### src/rtl/bp_be_prefetch_issuer.sv
// Turns stride-discovery events into a paced, page-bounded stream of D$ prefetch requests,
// suppressing candidates whose cache line was recently issued.
module bp_be_prefetch_issuer #(
    parameter int unsigned vaddr_width_p        = 39,
    parameter int unsigned stride_width_p       = 8,
    parameter int unsigned degree_p             = 4,
    parameter int unsigned filter_els_p         = 8,
    parameter int unsigned block_offset_width_p = 6,
    parameter int unsigned page_offset_width_p  = 12
) (
    input  logic                      clk_i,
    input  logic                      reset_i,
    input  logic                      start_discovery_i,
    input  logic                      confirm_discovery_i,
    input  logic [vaddr_width_p-1:0]  addr_i,
    input  logic [stride_width_p-1:0] stride_i,
    output logic                      pf_v_o,
    output logic [vaddr_width_p-1:0]  pf_addr_o,
    input  logic                      pf_ready_and_i,
    output logic                      busy_o
);

    localparam int unsigned LineW = vaddr_width_p - block_offset_width_p;
    localparam int unsigned PageW = vaddr_width_p - page_offset_width_p;
    localparam int unsigned CntW  = $clog2(degree_p + 1);
    localparam int unsigned IdxW  = (filter_els_p > 1) ? $clog2(filter_els_p) : 1;

    typedef enum logic [0:0] {e_idle, e_issue} state_e;

    state_e                   state_q, state_d;
    logic [vaddr_width_p-1:0] cand_q, cand_d;
    logic [vaddr_width_p-1:0] stride_q, stride_d;
    logic [PageW-1:0]         page_q, page_d;
    logic [CntW-1:0]          cnt_q, cnt_d;
    logic [CntW-1:0]          target_q, target_d;
    logic                     pend_v_q, pend_v_d;
    logic [vaddr_width_p-1:0] pend_addr_q, pend_addr_d;
    logic [vaddr_width_p-1:0] pend_stride_q, pend_stride_d;
    logic                     pend_confirm_q, pend_confirm_d;
    logic [LineW-1:0]         filt_line_q [filter_els_p];
    logic [filter_els_p-1:0]  filt_v_q;
    logic [IdxW-1:0]          tail_q;

    logic                     trig, hit, in_page, issuing, handshake;
    logic                     load_new, load_pend, adv, ins;
    logic [vaddr_width_p-1:0] stride_ext, ld_addr, ld_stride;
    logic                     ld_confirm;
    logic [LineW-1:0]         cand_line;

    assign trig       = (start_discovery_i | confirm_discovery_i) && (stride_i != '0);
    assign stride_ext = {{(vaddr_width_p - stride_width_p){stride_i[stride_width_p-1]}}, stride_i};
    assign cand_line  = cand_q[vaddr_width_p-1:block_offset_width_p];
    assign in_page    = (cand_q[vaddr_width_p-1:page_offset_width_p] == page_q);
    assign issuing    = (state_q == e_issue);

    always_comb begin
        hit = 1'b0;
        for (int i = 0; i < filter_els_p; i++) begin
            if (filt_v_q[i] && (filt_line_q[i] == cand_line)) hit = 1'b1;
        end
    end

    assign pf_v_o    = issuing & in_page & ~hit;
    assign pf_addr_o = cand_q;
    assign busy_o    = issuing | pend_v_q;
    assign handshake = pf_v_o & pf_ready_and_i;

    always_comb begin
        state_d        = state_q;
        cand_d         = cand_q;
        stride_d       = stride_q;
        page_d         = page_q;
        cnt_d          = cnt_q;
        target_d       = target_q;
        pend_v_d       = pend_v_q;
        pend_addr_d    = pend_addr_q;
        pend_stride_d  = pend_stride_q;
        pend_confirm_d = pend_confirm_q;
        load_new       = 1'b0;
        load_pend      = 1'b0;
        adv            = 1'b0;
        ins            = 1'b0;

        unique case (state_q)
            e_idle: load_new = trig;
            e_issue: begin
                if (!pf_v_o) begin
                    // Nothing outstanding: a trigger can abort the stream right away.
                    if (trig)          load_new = 1'b1;
                    else if (!in_page) state_d  = e_idle;
                    else               adv      = 1'b1;
                end else if (pf_ready_and_i) begin
                    ins = 1'b1;
                    if (trig) begin
                        load_new = 1'b1;
                        pend_v_d = 1'b0;
                    end else if (pend_v_q) begin
                        load_pend = 1'b1;
                        pend_v_d  = 1'b0;
                    end else begin
                        adv = 1'b1;
                    end
                end else if (trig) begin
                    pend_v_d       = 1'b1;
                    pend_addr_d    = addr_i;
                    pend_stride_d  = stride_ext;
                    pend_confirm_d = confirm_discovery_i;
                end
            end
            default: state_d = e_idle;
        endcase

        ld_addr    = load_pend ? pend_addr_q : addr_i;
        ld_stride  = load_pend ? pend_stride_q : stride_ext;
        ld_confirm = load_pend ? pend_confirm_q : confirm_discovery_i;

        if (load_new || load_pend) begin
            state_d  = e_issue;
            cand_d   = ld_addr + ld_stride;
            stride_d = ld_stride;
            page_d   = ld_addr[vaddr_width_p-1:page_offset_width_p];
            cnt_d    = '0;
            target_d = ld_confirm ? CntW'(degree_p) : CntW'(1);
        end else if (adv) begin
            if (cnt_q + CntW'(1) == target_q) begin
                state_d = e_idle;
            end else begin
                cnt_d  = cnt_q + CntW'(1);
                cand_d = cand_q + stride_q;
            end
        end
    end

    always_ff @(posedge clk_i) begin
        if (reset_i) begin
            state_q        <= e_idle;
            cand_q         <= '0;
            stride_q       <= '0;
            page_q         <= '0;
            cnt_q          <= '0;
            target_q       <= '0;
            pend_v_q       <= 1'b0;
            pend_addr_q    <= '0;
            pend_stride_q  <= '0;
            pend_confirm_q <= 1'b0;
            filt_v_q       <= '0;
            tail_q         <= '0;
        end else begin
            state_q        <= state_d;
            cand_q         <= cand_d;
            stride_q       <= stride_d;
            page_q         <= page_d;
            cnt_q          <= cnt_d;
            target_q       <= target_d;
            pend_v_q       <= pend_v_d;
            pend_addr_q    <= pend_addr_d;
            pend_stride_q  <= pend_stride_d;
            pend_confirm_q <= pend_confirm_d;
            if (ins) begin
                filt_v_q[tail_q] <= 1'b1;
                tail_q <= (tail_q == IdxW'(filter_els_p - 1)) ? '0 : tail_q + IdxW'(1);
            end
        end
    end

    // Line tags need no reset; the valid bits gate every lookup.
    always_ff @(posedge clk_i) begin
        if (!reset_i && ins) filt_line_q[tail_q] <= cand_line;
    end

endmodule

### config.mk
export PLATFORM = sky130hd
export DESIGN_NAME = bp_be_prefetch_issuer
export DESIGN_NICKNAME = d
export VERILOG_FILES = /design/src/rtl/bp_be_prefetch_issuer.sv
export SDC_FILE = /design/constraint.sdc
export NUM_CORES = 1
export LEC_CHECK = 0
export ABC_CLOCK_PERIOD_IN_PS = 6300
export CORE_UTILIZATION = 39
export DETAILED_ROUTE_END_ITERATION = 7
export GPL_ROUTABILITY_DRIVEN = 0
export SLEW_MARGIN = 20
export SYNTH_ARGS = -nofsm -noshare
export SYNTH_HDL_FRONTEND = slang
export SYNTH_SLANG_ARGS = --single-unit
### constraint.sdc
create_clock -name clk_i -period 6.3 [get_ports clk_i]
set_clock_uncertainty 0.2 [all_clocks]
set_input_delay 0.945 -clock clk_i [delete_from_list [all_inputs] [get_ports clk_i]]
set_output_delay 0.945 -clock clk_i [all_outputs]
set_load 0.01 [all_outputs]
## Yosys cells after proc, flatten, opt, wreduce, memory -nomap -nowiden

Memories as Yosys holds them, arrays and structs flattened.
Cells that the tools add are included.

| storage, ports and cells | value |
|---|---|
| register bits after elaboration | 172 |
| bits in writable memories | 264 |
| input port bits | 52 |
| output and inout bits | 41 |
| memories | 1 |

| operators by class | value |
|---|---|
| add/subtract/negate cells | 4 |
| order comparisons | 2 |
| eq/ne operators | 12 |
| mux-type cells | 47 |
| bitwise operators | 9 |
| reductions and logical operators | 21 |

Memory list:

| memory | depth | bits a word | read ports | clocked after Yosys merged registers in | wr ports | line | source |
|---|---|---|---|---|---|---|---|
| filt_line_q | 8 | 33 | 8 | 0 | 1 | 40 | `logic [LineW-1:0] filt_line_q [filter_els_p];` |

Operators by type and width:

| operator | number |
|---|---|
| 33-bit == test | 8 |
| 39-bit 2-to-1 mux | 5 |
| 39-bit adder | 2 |
| 1-bit 2-to-1 mux | 38 |
| 27-bit == test | 1 |
| 1-bit logical AND | 11 |
| 8-bit bitwise OR | 1 |
| 8-bit nonzero test | 1 |
| 3-bit by 1-bit adder with 3-bit output (second input constant) | 2 |
| 3-bit 2-to-1 mux | 2 |
| 3-bit by 4-bit less-than comparator with 1-bit output (second input constant) | 1 |
| 1-bit NOT | 4 |
| 2-bit AND reduction | 2 |
| 4-bit AND reduction | 1 |
| 2-bit nonzero test | 2 |
| 1-bit demux with 3-bit select | 1 |
| 3-bit == test | 1 |
| 3-bit == test (second input constant) | 1 |
| 3-bit by 1-bit greater-or-equal comparator with 1-bit output (second input constant) | 1 |
| 3-bit AND reduction | 1 |
| 1-bit AND | 2 |
| 2-bit inequality test (second input constant) | 1 |
| 1-bit bitwise OR | 2 |
| 1-bit one-hot mux with 2 select lines | 1 |
| 3 further kinds | 3 |

## Depth between registers and ports, before layout

Gate-level depths: netlist (run 1).

| logic depth | value |
|---|---|
| word-level depth | 17 |
| depth in mapped cells | 21 |
| mapped depth without buffers | 19 |

## Least setup slack after synthesis (run 1)

No wires, ideal clock.

| path | value |
|---|---|
| path type | register -> register |
| start point | register cand_q[30], in the netlist pf_addr_o[30] |
| end point | register cand_q[26], in the netlist pf_addr_o[26] |
| library setup time | 74 ps |
| arrival time | 5346 ps |
| slack | 679 ps |
| stages on the path, launching flop included | 22 |
| clock period less this slack | 5621 ps |
| cells stage by stage | dfxtp_1 buf_2 xnor2_1 nand4_1 nor4_2 nand3_2 or4_4 nor3_4 buf_4 mux2_2 ha_1 fa_1 a21oi_1 o2111ai_1 a311oi_1 o311ai_1 a31oi_1 o21ai_0 a21o_1 a21oi_1 mux2_2 o21ai_0 |

| on the way | value |
|---|---|
| word-level cells in the longest chain between the ends | 17 |

RTL lines:

| element | line | source |
|---|---|---|
| from (decl) | 31 | `logic [vaddr_width_p-1:0] cand_q, cand_d;` |
| from (signal assigned) | 150 | `cand_q <= cand_d;` |
| 33-bit == test | 59 | `if (filt_v_q[i] && (filt_line_q[i] == cand_line)) hit = 1'b1;` |
| 1-bit logical AND | 59 |  |
| 1-bit 2-to-1 mux (8 in a row) | 59 |  |
| 1-bit NOT | 63 | `assign pf_v_o = issuing & in_page & ~hit;` |
| 1-bit AND | 63 |  |
| 1-bit 2-to-1 mux | 87 | `if (!pf_v_o) begin` |
| 1-bit 2-to-1 mux or 1-bit one-hot mux with 2 select lines (tied branches) | 84 | `unique case (state_q)` |
| 39-bit 2-to-1 mux (tied with other cells) | 113 | `ld_addr = load_pend ? pend_addr_q : addr_i;` |
| 39-bit adder (tied with other cells) | 119 | `cand_d = ld_addr + ld_stride;` |
| 39-bit 2-to-1 mux or 2-bit AND reduction (tied branches) | n/a |  |

Several ways; a longest one is shown, not always the timed one.
A chain may end at the register's enable or synchronous reset.

## Worst setup path after layout (run 1)

| path | value |
|---|---|
| start point | register page_q[22] |
| end point | register cand_q[32], in the netlist pf_addr_o[32] |

| on the way | value |
|---|---|
| word-level cells in the longest chain between the ends | 8 |

RTL lines:

| element | line | source |
|---|---|---|
| from (decl) | 33 | `logic [PageW-1:0] page_q, page_d;` |
| from (signal assigned) | 152 | `page_q <= page_d;` |
| 27-bit == test | 53 | `assign in_page = (cand_q[vaddr_width_p-1:page_offset_width_p] == page_q);` |
| 1-bit AND (2 in a row) | 63 |  |
| 1-bit 2-to-1 mux | 87 |  |
| 1-bit 2-to-1 mux | 84 |  |
| 39-bit 2-to-1 mux | 114 | `ld_stride = load_pend ? pend_stride_q : stride_ext;` |
| via ld_stride[0] | 46 | `logic [vaddr_width_p-1:0] stride_ext, ld_addr, ld_stride;` |
| 39-bit adder | 119 |  |
| 39-bit 2-to-1 mux | 117 | `if (load_new \|\| load_pend) begin` |

The timed path passes the listed nets, and every way through them passes these cells.

==> impl_metrics.ini, run 1 <==
[status]
status = completed

[synth]
synthArstFlopShare_pct = 0
ys.flop_type = edfxtp_1
synth_top_family_by_area = XOR/XNOR gates
synthTopCellsByArea = edfxtp_1, dfxtp_1, xnor2_1
yosys.area_share.simple_pct = 11.8
synth_top_area_share_pct = 37.0
yosys.area_share.xor_xnor_pct = 14.5
synth-edff-count = 264
muxShareOfSynthArea_pct = 4.85
avgSynthCellArea_um2 = 10.9
synth_fa_ha_area_share_pct = 4.80
yosysSeqAreaShare_pct = 50.1
synth_top_area_cell = edfxtp_1
syn_nets = 2094
synth_compound_area_share_pct = 11.3
synth_seq_cells = 404
synth_cell_types = 79
syn_inst = 1961
netlist_area_um2 = 21400
ys_warn_count = 0

[critical_path]
start_kind = flop
cp_max_fo = 6
arrival_ns = 6.33
worst-setup-path-type = flop to flop
critPathCaptureType = flop
path_buf_inv = 1
slowest_stage = or4_4
max_stage_delay_ns = 0.49
critical-path-top-delay-family = compound AO/OA/AOI/OAI gates
worst_path_most_repeated_cell = a31oi_1
r2r_setup_slack_ns = 0.20
crit_chain = xnor2_1, nand4_1, nor4_2, nand3_2, or4_4, nor3_4, mux2_2, ha_1, fa_1, a21oi_1, o2111ai_1, a311oi_1, buf_4, o311ai_1, a31oi_1, o21ai_0, nor3_1, a41oi_1, a31oi_1, o31ai_1
required_ns = 6.53

[clocking]
clkSlewWorstSetupHoldPaths_ns = 0.06
clock-sinks = 404
cts-root-buf = clkbuf_16
clk_latency_ns = 0.60
cts_setup_buffers = 0
cts_tree = built
holdBufCountCts = 0
ctsResizeCount = 0
h-tree-depth = 2
numCtsBuffers = 45
clockBufferDepth = 3

[sta]
finalSetupViolCount = 0
hold_viol = 0
max-slew-margin-rel_pct = 28.2
finalCriticalPeriod_ns = 6.10
rsz0062_at_grt = false
final.setup.tns_ns = 0
max_freq_ghz = 0.164
tightest_slew_ns = 1.08
drv_slew = 0
period_share_pct = 96.8

[layout]
final_nets = 2258
stdcell_count = 2856
final_util_pct = 46.7
antenna_cells = 0
drive_gt1_share_pct = 12.2
fill_cells = 4970
area_growth_pct = 17.9

[placed_design]
port_buffers = 92
dp.cells = 2773
hpwl_um = 40500

[die]
initial_utilization_pct = 39.6
io_pins = 93
die_area_um2 = 55800
num_rows = 85
die_w_um = 236
fp.dieH_um = 236
core_area_um2 = 54000

[hold_path]
hold_path.class = flop to flop

[pwr]
p_switching_uw = 1940
p_leak_uw = 0.00897
p_int_uw = 4930
p_seq_share_pct = 43.0
power.density_nw_per_um2 = 272
power.switching_fraction_pct = 28.2
vdd.ir_drop.worst_mv = 0.206
clock_power_share_pct = 36.9
pwr-share-comb_pct = 20.0

[routing]
dr.pass1.iters = 7
wl_per_cell_um = 20.5
drtIter0Drc = 1036
routed_wl_um = 58600
via_count = 15500
vias_per_cell = 5.43
drc = 0
final_antenna_net_count = 0

[global_route]
gr-usage-all-layers_pct = 20.9
antenna_found_initial = 2
grt_pass1_wl_um = 90000
grt_pass1_vias = 15400
grt_max_degree = 73
overflow = 0

[flow_run]
drv_cap = 0
-- final cells by class --
| type | count | area (um^2) | share of cell area [%] |
|---|---|---|---|
| clock buffers | 61 | 1210 | 4.78 |
| inverters | 35 | 131 | 0.520 |
| well taps | 696 | 871 | 3.45 |
| multi-input cells | 1429 | 10200 | 40.4 |
| repair buffers | 210 | 1900 | 7.54 |
| clock inverters | 21 | 213 | 0.843 |
| flip-flops and latches | 404 | 10700 | 42.5 |
-- stage by stage --
stage	total power, uW	area (um^2)	setup WS [ns]	hold slack [ns]
finish	6860	25200	0.202	0.248
floorplan	3850	21400	0.679	0.228
global placement	4360	23800	0.0328	0.235
global route	7130	25200	0.00546	0.267
detailed placement	4380	23800	-0.116	0.241
CTS	6920	25200	0.312	0.250
-- sequential cells by signal, summed over array words and instances (netlist names) --
signal and count:
pend_addr_q 39, page_q 27, filt_line_q 264, pend_stride_q 8, pend_v_q 1, pf_addr_o 39, stride_q 8, tail_q 3
target_q 2, filt_v_q 8, cnt_q 3, issuing 1, pend_confirm_q 1
-- cells in the final DEF, fill, tap and decap left out, types with 9 or more instances in the layout --
cell,Yosys,routed
a21oi_1,132,132
nand4_1,71,71
nor3_1,28,26
a311oi_1,11,11
a211oi_1,26,26
nor4_1,19,19
o21bai_1,9,9
clkbuf_1,37,14
clkdlybuf4s50_1,0,91
xor2_1,62,62
nand2b_1,9,9
edfxtp_1,264,264
and3_1,21,21
dfxtp_1,140,140
o31ai_1,10,10
nor2_1,112,105
xnor2_1,292,292
o21ai_0,46,46
o21a_1,11,11
ha_1,79,79
clkinv_2,0,10
mux2_2,49,49
inv_1,34,34
nand2_1,189,189
clkbuf_16,0,45
a31oi_1,20,19
nand3_1,31,30
nor2b_1,11,11
a21o_1,38,38
mux2i_1,43,43
buf_4,6,111
-- kinds of logic after synthesis --
family                     after synthesis
buffers and inverters                  128
and+or+nand+nor                        527
xor gates and xnor gates               354
muxes                                   97
DFF                                    404
adders and majority gates               81
AOI/OAI and AO/OA                      370
-- metal layers --
| metal | GRT usage, % | share of wire (%) |
|---|---|---|
| met1 | 27.3 | 44 |
| met5 | 0 | 0 |
| met2 | 35.7 | 48 |
| met4 | 6.49 | 2.7 |
| met3 | 2.83 | 5.0 |
-- synthesized netlist by cell type (3+ instances only) --
cell type	n
xnor2_1	292
edfxtp_1	264
nand2_1	189
dfxtp_1	140
a21oi_1	132
nor2_1	112
ha_1	79
nand4_1	71
xor2_1	62
mux2_2	49
buf_2	48
o21ai_0	46
mux2i_1	43
a21o_1	38
clkbuf_1	37
inv_1	34
nand3_1	31
nor3_1	28
a211oi_1	26
and3_1	21
a31oi_1	20
nor4_1	19
a311oi_1	11
nor2b_1	11
o21a_1	11
o31ai_1	10
nand2b_1	9
o21bai_1	9
and2_1	6
buf_4	6
o211ai_1	6
or3_1	6
a41oi_1	5
mux2_1	5
o211a_1	5
or2_2	5
a221o_1	4
a221oi_1	4
and4_1	4
o21ai_1	4
a211o_1	3
and2_0	3
o221a_2	3
o22ai_1	3
-- power by group through the flow --
stage	Combinational, uW	Sequential (uW)	Clock [uW]
6_report	1370	2950	2540
5_1_grt	1490	2960	2690
4_1_cts	1380	2950	2590
3_5_place_dp	1370	3010	0
3_3_place_gp	1350	3010	0
2_1_floorplan	807	3040	0
-- worst reg2reg max path, delay by kind of cell (launching register included) --
kind	cells	cell delay (ns)
AOI/OAI and AO/OA	9	2.00
DFF	1	0.34
xor gates and xnor gates	1	0.37
and+or+nand+nor	6	1.81
buffers and inverters	1	0.18
muxes	1	0.40
adders and majority gates	2	0.67
-- final timing paths --
check                   from              end  cells after the start
max               page_q[22]    pf_addr_o[32]                     20
min reg2reg  pend_addr_q[15]  pend_addr_q[15]                      2
min          pend_addr_q[15]  pend_addr_q[15]                      2
max reg2reg       page_q[22]    pf_addr_o[32]                     20
Note: power is estimated with default switching activity, not from simulation.
==> run 2, diff against run 1 <==
SLEW_MARGIN = not set   (was 20)
TNS_END_PERCENT = 10   (was not set)
==> run 2 against run 1 <==
Effect of this change:
- design area hardly changed
- utilization barely moved
- fmax fell by 0.33%
- final cell count about the same
- power barely moved
- non-clock buffer count down 1
- critical path depth unchanged
- first-iteration DRC count rose by 9.8%
- sequential share of layout area barely moved
- critical endpoint unchanged
- largest cell class unchanged
- largest power group unchanged
==> impl_metrics.ini, run 2 (synthesized netlist as in run 1, its figures left out) <==
[status]
status = completed

[sta]
max_freq_ghz = 0.163
finalCriticalPeriod_ns = 6.12
drv_slew = 0
finalWorstSetupSlack_ns = 0.182
rsz0062_at_grt = false
hold_viol = 0
final.setup.tns_ns = 0
tightest_slew_ns = 1.16
period_share_pct = 97.1
finalSetupViolCount = 0
max-slew-margin-rel_pct = 22.4

[layout]
drive_gt1_share_pct = 12.2
fill_cells = 4974
area_growth_pct = 17.8
largest_register = filt_line_q
antenna_cells = 0
mostFrequentLayoutCells = xnor2_1, edfxtp_1, nand2_1, dfxtp_1, a21oi_1
multi_input_area_um2 = 10200
largest_reg_flops = 264
stdcell_count = 2855
final_util_pct = 46.7
final_nets = 2257
final_common_cell = xnor2_1
final-seq-area_um2 = 10700

[die]
initial_utilization_pct = 39.6
die_w_um = 236
core_area_um2 = 54000
die_area_um2 = 55800
fp.dieH_um = 236
num_rows = 85
io_pins = 93

[routing]
routed_wl_um = 58600
drc = 0
final_antenna_net_count = 0
wl_per_cell_um = 20.5
dr.pass1.iters = 5
via_count = 15500
vias_per_cell = 5.43
drtIter0Drc = 1138

[clocking]
h-tree-depth = 2
clkSlewWorstSetupHoldPaths_ns = 0.06
ctsResizeCount = 0
clock-sinks = 404
cts_tree = built
holdBufCountCts = 0
cts_setup_buffers = 0
numCtsBuffers = 45
clk_latency_ns = 0.61
cts-root-buf = clkbuf_16
clockBufferDepth = 3

[global_route]
antenna_found_initial = 2
grt_max_degree = 73
overflow = 0
grt_pass1_wl_um = 90000
grt_pass1_vias = 15400
gr-usage-all-layers_pct = 20.9

[pwr]
p_leak_uw = 0.00896
power.density_nw_per_um2 = 272
vdd.ir_drop.worst_mv = 0.207

[critical_path]
reg2reg_from = page_q[22]
cp_max_fo = 6
start_kind = flop
critPathCaptureType = flop
r2r_setup_slack_ns = 0.18
arrival_ns = 6.35
worst-setup-path-type = flop to flop
required_ns = 6.53
r2r_end = pf_addr_o[32]
worstSetupEndpoint = pf_addr_o[32]
cp-startpoint = page_q[22]
r2r_cells = 20

[placed_design]
dp.cells = 2773
port_buffers = 92
hpwl_um = 40500
pre_cts_ws_ns = -0.116

[hold_path]
hold_path.class = flop to flop
holdPathStages = 2

[flow_run]
drv_cap = 0
-- run 2: final cells by class --
cell class / instances / share of cell area, %
inverter: 35 / 0.521
multi-input combinational: 1429 / 40.4
clock buffer: 61 / 4.78
sequential: 404 / 42.5
tap: 696 / 3.45
timing repair buffer: 209 / 7.47
clock inverter: 21 / 0.843
-- run 2: through the flow --
step	power, uW	area [um^2]	hold slack (ns)
2_1_floorplan	3850	21400	0.228
3_3_place_gp	4360	23800	0.235
3_5_place_dp	4380	23800	0.241
4_1_cts	6920	25200	0.250
5_1_grt	7130	25200	0.267
6_report	6860	25200	0.247
-- run 2: worst min path at each step --
stage / start / to / slack, ns
2_1_floorplan: pend_addr_q[0] / pend_addr_q[0] / 0.23
3_3_place_gp: pend_addr_q[12] / pend_addr_q[12] / 0.23
3_5_place_dp: pend_addr_q[15] / pend_addr_q[15] / 0.24
4_1_cts: pend_addr_q[15] / pend_addr_q[15] / 0.25
5_1_grt: pend_addr_q[35] / pend_addr_q[35] / 0.27
6_report: pend_addr_q[15] / pend_addr_q[15] / 0.25
-- run 2: where the power goes --
group	switching, uW	leakage (uW)	internal [uW]
clock network	1100	0.000695	1440
registers	44.8	0.00348	2910
logic	795	0.00478	580
-- run 2: critical path, stage by stage, from the launching register on --
cell and delay (ns):
dfxtp_1 0.34, xnor2_1 0.37, nand4_1 0.20, nor4_2 0.33
nand3_2 0.27, or4_4 0.50, nor3_4 0.30, mux2_2 0.40
ha_1 0.24, fa_1 0.43, a21oi_1 0.24, o2111ai_1 0.25
a311oi_1 0.36, buf_4 0.19, o311ai_1 0.13, a31oi_1 0.27
o21ai_0 0.22, nor3_1 0.22, a41oi_1 0.08, a31oi_1 0.31
o31ai_1 0.12
-- run 2: per-layer routing --
metal	GRT usage (%)	part of all wire, %
met1	27.3	44
met2	35.7	49
met3	2.83	4.9
met4	6.49	2.7
met5	0	0
